File: config.mk
export PLATFORM = sky130hd
export DESIGN_NAME = dff_arbiter
export DESIGN_NICKNAME = d
export VERILOG_FILES = /design/src/rtl/dff_arbiter.sv
export SDC_FILE = /design/constraint.sdc
export NUM_CORES = 1
export LEC_CHECK = 0
export CAP_MARGIN = 20
export CORE_MARGIN = 1.5
export CORE_UTILIZATION = 47
export CTS_BUF_LIST = sky130_fd_sc_hd__clkbuf_8
export CTS_CLUSTER_SIZE = 20
export DETAILED_ROUTE_END_ITERATION = 10
export PLACE_DENSITY = 0.84
export SKIP_LAST_GASP = 1
export SLEW_MARGIN = 20
export SYNTH_ARGS = -nofsm -noshare
export SYNTH_HDL_FRONTEND = slang
export SYNTH_SLANG_ARGS = --single-unit
export TNS_END_PERCENT = 20
File: constraint.sdc
create_clock -name CLOCK -period 4.95 [get_ports CLOCK]
set_clock_uncertainty 0.1 [all_clocks]
set_input_delay 0.495 -clock CLOCK [delete_from_list [all_inputs] [get_ports CLOCK]]
set_output_delay 0.495 -clock CLOCK [all_outputs]
set_load 0.1 [all_outputs]
File: src/rtl/dff_arbiter.sv
// -----------------------------------------------------------------------------
// dff_arbiter
//   Two-requester arbiter in front of one shared N-bit register. Each edge
//   with ENABLE=1 grants at most one requester, whose data is written into Q.
//
//   Arbitration:
//     - Round-robin between REQ0 and REQ1 using a 1-bit priority pointer (PRI).
//     - A granted requester that also holds its LOCK input keeps ownership for
//       up to MAX_BURST consecutive grants. After that it is forced out for one
//       arbitration round.
//
// Ports
//   CLOCK          rising-edge clock
//   RESET          asynchronous, active-low reset
//   ENABLE         global advance; 0 freezes all state and zeroes the grants
//   REQ0/REQ1      write requests
//   LOCK0/LOCK1    ask to keep ownership after the grant
//   D0/D1          write data, N bits each
//   Q              shared register contents
//   GNT0/GNT1      one-cycle registered grant pulses (cycle after the write)
//   OWNER          index of the requester whose data is in Q
//   LOCKED         FSM is in LOCK0 or LOCK1
// -----------------------------------------------------------------------------
module dff_arbiter #(
  parameter int N         = 16,
  parameter int MAX_BURST = 4   // 1..7, must fit the 3-bit burst counter
) (
  input  logic         CLOCK,
  input  logic         RESET,
  input  logic         ENABLE,
  input  logic         REQ0,
  input  logic         REQ1,
  input  logic         LOCK0,
  input  logic         LOCK1,
  input  logic [N-1:0] D0,
  input  logic [N-1:0] D1,
  output logic [N-1:0] Q,
  output logic         GNT0,
  output logic         GNT1,
  output logic         OWNER,
  output logic         LOCKED
);

  typedef enum logic [1:0] {
    ST_IDLE  = 2'd0,
    ST_LOCK0 = 2'd1,
    ST_LOCK1 = 2'd2
  } state_t;

  localparam logic [2:0] BURST_MAX = 3'(MAX_BURST);

  // ---------------------------------------------------------------------------
  // State
  // ---------------------------------------------------------------------------
  state_t         state_q, state_d;
  logic           pri_q,   pri_d;
  logic [2:0]     cnt_q,   cnt_d;
  logic [N-1:0]   q_q,     q_d;
  logic           owner_q, owner_d;
  logic           gnt0_q,  gnt0_d;
  logic           gnt1_q,  gnt1_d;

  // ---------------------------------------------------------------------------
  // Arbitration scratch
  // ---------------------------------------------------------------------------
  logic [1:0]     req_m;     // requests after excluding an exhausted owner
  logic           pri_eff;   // pointer used for this edge's arbitration
  logic           arb;       // this edge runs a fresh (IDLE-style) arbitration
  logic           cur;       // owner index while locked
  logic           lock_cur;  // LOCK input of the current owner
  logic           g;         // winner of a fresh arbitration
  logic           lock_g;    // LOCK input of that winner

  always_comb begin
    state_d  = state_q;
    pri_d    = pri_q;
    cnt_d    = cnt_q;
    q_d      = q_q;
    owner_d  = owner_q;
    gnt0_d   = 1'b0;
    gnt1_d   = 1'b0;

    req_m    = {REQ1, REQ0};
    pri_eff  = pri_q;
    arb      = 1'b0;
    cur      = (state_q == ST_LOCK1);
    lock_cur = cur ? LOCK1 : LOCK0;
    g        = 1'b0;
    lock_g   = 1'b0;

    if (ENABLE) begin
      if (state_q == ST_IDLE) begin
        arb = 1'b1;
      end else begin
        if (cnt_q >= BURST_MAX) begin
          // Burst exhausted: the owner sits out this round so the other side
          // gets a chance even if the owner is still requesting.
          req_m[cur] = 1'b0;
          arb        = 1'b1;
        end else if (req_m[cur] && lock_cur) begin
          // Continue the locked burst; the other request is ignored.
          q_d     = cur ? D1 : D0;
          owner_d = cur;
          gnt0_d  = ~cur;
          gnt1_d  = cur;
          cnt_d   = cnt_q + 3'd1;
        end else begin
          arb = 1'b1;
        end

        // Leaving a lock hands priority to the other side before this edge's
        // arbitration, so a waiting requester wins a tie immediately.
        if (arb) begin
          state_d = ST_IDLE;
          cnt_d   = 3'd0;
          pri_d   = ~cur;
          pri_eff = ~cur;
        end
      end

      if (arb && (req_m != 2'b00)) begin
        g       = (&req_m) ? pri_eff : req_m[1];
        lock_g  = g ? LOCK1 : LOCK0;
        q_d     = g ? D1 : D0;
        owner_d = g;
        gnt0_d  = ~g;
        gnt1_d  = g;
        if (lock_g) begin
          // Pointer is left alone while locked; it is flipped on lock exit.
          state_d = g ? ST_LOCK1 : ST_LOCK0;
          cnt_d   = 3'd1;
        end else begin
          state_d = ST_IDLE;
          cnt_d   = 3'd0;
          pri_d   = ~g;
        end
      end
    end
  end

  always_ff @(posedge CLOCK or negedge RESET) begin
    if (!RESET) begin
      state_q <= ST_IDLE;
      pri_q   <= 1'b0;
      cnt_q   <= 3'd0;
      q_q     <= '0;
      owner_q <= 1'b0;
      gnt0_q  <= 1'b0;
      gnt1_q  <= 1'b0;
    end else begin
      state_q <= state_d;
      pri_q   <= pri_d;
      cnt_q   <= cnt_d;
      q_q     <= q_d;
      owner_q <= owner_d;
      gnt0_q  <= gnt0_d;
      gnt1_q  <= gnt1_d;
    end
  end

  assign Q      = q_q;
  assign GNT0   = gnt0_q;
  assign GNT1   = gnt1_q;
  assign OWNER  = owner_q;
  assign LOCKED = (state_q != ST_IDLE);

endmodule

==> key figures <==
Run status
  • Outcome: finished with violations
  • Violated checks: design-rule violations

Die
  • Die Ht: 57.8 um
  • Initial cell density of the core: 0.504
  • Full die area: 3340 um^2
  • CORE AREA: 2810 um^2
  • Die Wd: 57.8 um
  • Ports: 59
  • FP Rows: 19

Timing
  • Final worst setup slack: 2.06 ns
  • # setup viols final: 0
  • Final hold vios: 0
  • Pins Over Slew Limit: 0
  • Max Clock Freq: 346 MHz
  • Final hold slack: 0.0975 ns
  • Final Cycle Share: 0.584
  • Total negative slack: 0 ns
  • Tightest Pin Transition: 0.994 ns
  • RSZ-0062 raised after global routing: false
  • Slew margin rel.: 0.335
  • Tmin final: 2.89 ns

CTS
  • Number of buffers created by CTS: 3
  • Cts hold-fix bufs: 0
  • Clock Sinks: 25
  • Clock slew at reported path FFs: 0.09 ns
  • CTS Buffer Depth: 2
  • Clk_lat worst skew: 0.28 ns
  • Post-cts sizing count: 0
  • Htree depth: 1
  • CTS tree: done
  • Postcts setup bufs: 0
  • Root Driver: clkbuf_8

Synthesis
  • Sequential area share after synthesis: 0.443
  • Synthesized Nets: 182
  • Ys Warns: 0
  • Yosys reg bits: 25
  • Mean post-synth cell area: 10.0 um^2
  • Post-Synthesis Cells: 141
  • Post-synth cell types: 34
  • Mapped cell area: 1410 um^2

Critical path
  • Setup crit end kind: flip-flop
  • WP data arrival: 2.92 ns
  • Critical path data required time: 4.98 ns
  • Crit path max fanout: 16
  • Cell Chain, Critical Path: clkdlybuf4s50_1 > nand2_1 > mux2_4 > o31ai_4 > mux2i_4 > mux2i_1 > o21ai_0
  • Setup slack, reg-to-reg: 2.15 ns
  • CP max-delay cell: mux2i_4
  • Delay of the slowest critical-path stage: 0.74 ns
  • Worst Setup Start Kind: primary input
  • Setup CP Type: primary input to flip-flop

Power and ir drop
  • Leak: 0.920 nW
  • Sw power: 0.000381 W
  • Maximum vdd drop: 0.201 mV
  • Int Pwr: 0.000414 W
  • Part of the power in registers: 0.328
  • Comb power frac: 0.517
  • Pwr Density: 395 nW/um^2
  • Clock power share: 0.154
  • Net Sw Frac: 0.479

Drt
  • Drt wl/cell: 14.9 um
  • Post-route ant nets: 0
  • DRC: 2
  • Iteration count of the initial detailed-routing pass: 8
  • Initial drt markers: 45
  • Vias: 1,262
  • Routed WL: 3.38 mm
  • DR vias/cell: 5.56

Final layout
  • Area Growth Syn to Fin: 42.6%
  • Ant. Diodes: 0
  • # nets final: 238
  • Layout cells sized above 1: 0.0714
  • Most frequent cells in the layout: 57 x clkdlybuf4s50_1, 26 x nand2_1, 25 x dfrtp_1
  • Most common library cell in the layout ignoring fill and taps: clkdlybuf4s50_1
  • # fillers: 215

Global routing
  • Vias in the first global route: 1,191
  • Initial antenna violation count: 0
  • GRT Total Usage: 0.207
  • Largest net degree at the start of global routing: 33
  • Total gr overflow: 0
  • Global-route wire length before repair: 5.38 mm

Worst hold path
  • Worst hold path type: primary input to asynchronous set/reset pin

Place
  • Placer Congestion: 0.856
  • Detailed placement HPWL: 2.55 mm
  • Pre-CTS WS: 1.75 ns
  • # port buffers: 58

Run
  • MaxCap Viol Count: 0
==> layer usage <==
layer  wire length, um  GRT usage  part of all wire
met3               187     0.0246             0.055
met4                68     0.0897             0.020
met1              1330      0.245              0.39
met5                 0          0                 0
met2              1800      0.373              0.53
==> critical path: cells and delay by family <==
family          cells  cell delay [ns]
mux                 3             1.33
buf+inv             1             0.51
compound gates      2             0.45
simple gates        1             0.12
==> area by class of cell <==
type                       instances  area (um^2)  area share
multi-input combinational        102          703       0.349
sequential                        25          626       0.311
clock inverter                     1         3.75     0.00186
clock buffer                       3         41.3      0.0205
tap                               31         38.8      0.0193
inverter                           7         26.3      0.0130
timing repair buffer              58          576       0.286
==> cell families (layout without fill, tap and decap cells) <==
kind of cell,Yosys count,in the layout,synth area share
AO/OA/AOI/OAI,38,38,0.187
adder cells (fa/ha/maj),2,2,0.0177
buffers and inverters,14,69,0.0593
flip-flops,25,25,0.443
multiplexers,18,18,0.140
AND/OR/NAND/NOR,44,44,0.153
==> per-stage QoR <==
step,util,instance area (um^2),total power [W],cells
CTS,0.718,2010,0.000799,227
finish,0.718,2010,0.000795,227
detailed placement,0.702,1970,0.000676,223
global route,0.718,2010,0.000827,227
global placement,0.704,1970,0.000668,223
floorplan,-,1410,0.000571,141
==> power by group through the flow <==
| stage | Combinational, W | Sequential, W | Clock, W |
|---|---|---|---|
| after floorplan | 0.000125 | 0.000445 | 0 |
| after global placement | 0.000406 | 0.000262 | 0 |
| after detailed placement | 0.000412 | 0.000264 | 0 |
| after CTS | 0.000413 | 0.000261 | 0.000125 |
| after global routing | 0.000430 | 0.000265 | 0.000132 |
| final | 0.000411 | 0.000261 | 0.000123 |
==> path summary, 6_finish.rpt <==
kind                             to  cells after the start  startpoint
setup / recovery               Q[1]                      7        REQ1
hold / removal                pri_q                      1       RESET
setup reg to reg               Q[1]                      6  state_q[0]
hold reg to reg                Q[0]                      2        Q[0]
max in group asynchronous  cnt_q[0]                      1       RESET
min in group CLOCK             Q[0]                      2        Q[0]
==> synth_stat cells <==
cell | number | share of area
nand4_1 | 1 | 0.0044
o21ai_0 | 12 | 0.043
clkbuf_1 | 4 | 0.011
o21ai_1 | 10 | 0.035
ha_1 | 2 | 0.018
o2111ai_1 | 1 | 0.0062
or3_1 | 1 | 0.0044
nor2b_1 | 1 | 0.0044
a311oi_4 | 1 | 0.019
mux2_4 | 1 | 0.011
nand2_1 | 26 | 0.069
nand2b_1 | 1 | 0.0044
a21boi_0 | 1 | 0.0053
nor3b_1 | 1 | 0.0053
nor4bb_1 | 1 | 0.0071
o31ai_4 | 1 | 0.015
a32o_1 | 2 | 0.014
o31ai_1 | 1 | 0.0053
dfrtp_1 | 25 | 0.44
nand2b_4 | 1 | 0.0097
nor2b_2 | 1 | 0.0062
buf_12 | 1 | 0.014
o311a_1 | 2 | 0.014
and3b_4 | 1 | 0.0089
and2_1 | 1 | 0.0044
o41ai_1 | 1 | 0.0062
mux2i_1 | 16 | 0.11
inv_1 | 7 | 0.019
nor2_1 | 6 | 0.016
buf_6 | 2 | 0.016
or2_2 | 2 | 0.0089
mux2i_4 | 1 | 0.016
a21oi_1 | 5 | 0.018
a31o_2 | 1 | 0.0062
==> sequential cells by signal (all words and copies together), names as in the netlist <==
name	flops
Q	16
cnt_q	3
state_q	2
GNT0	1
GNT1	1
OWNER	1
pri_q	1
No activity file was read; power rests on OpenSTA's default activity.
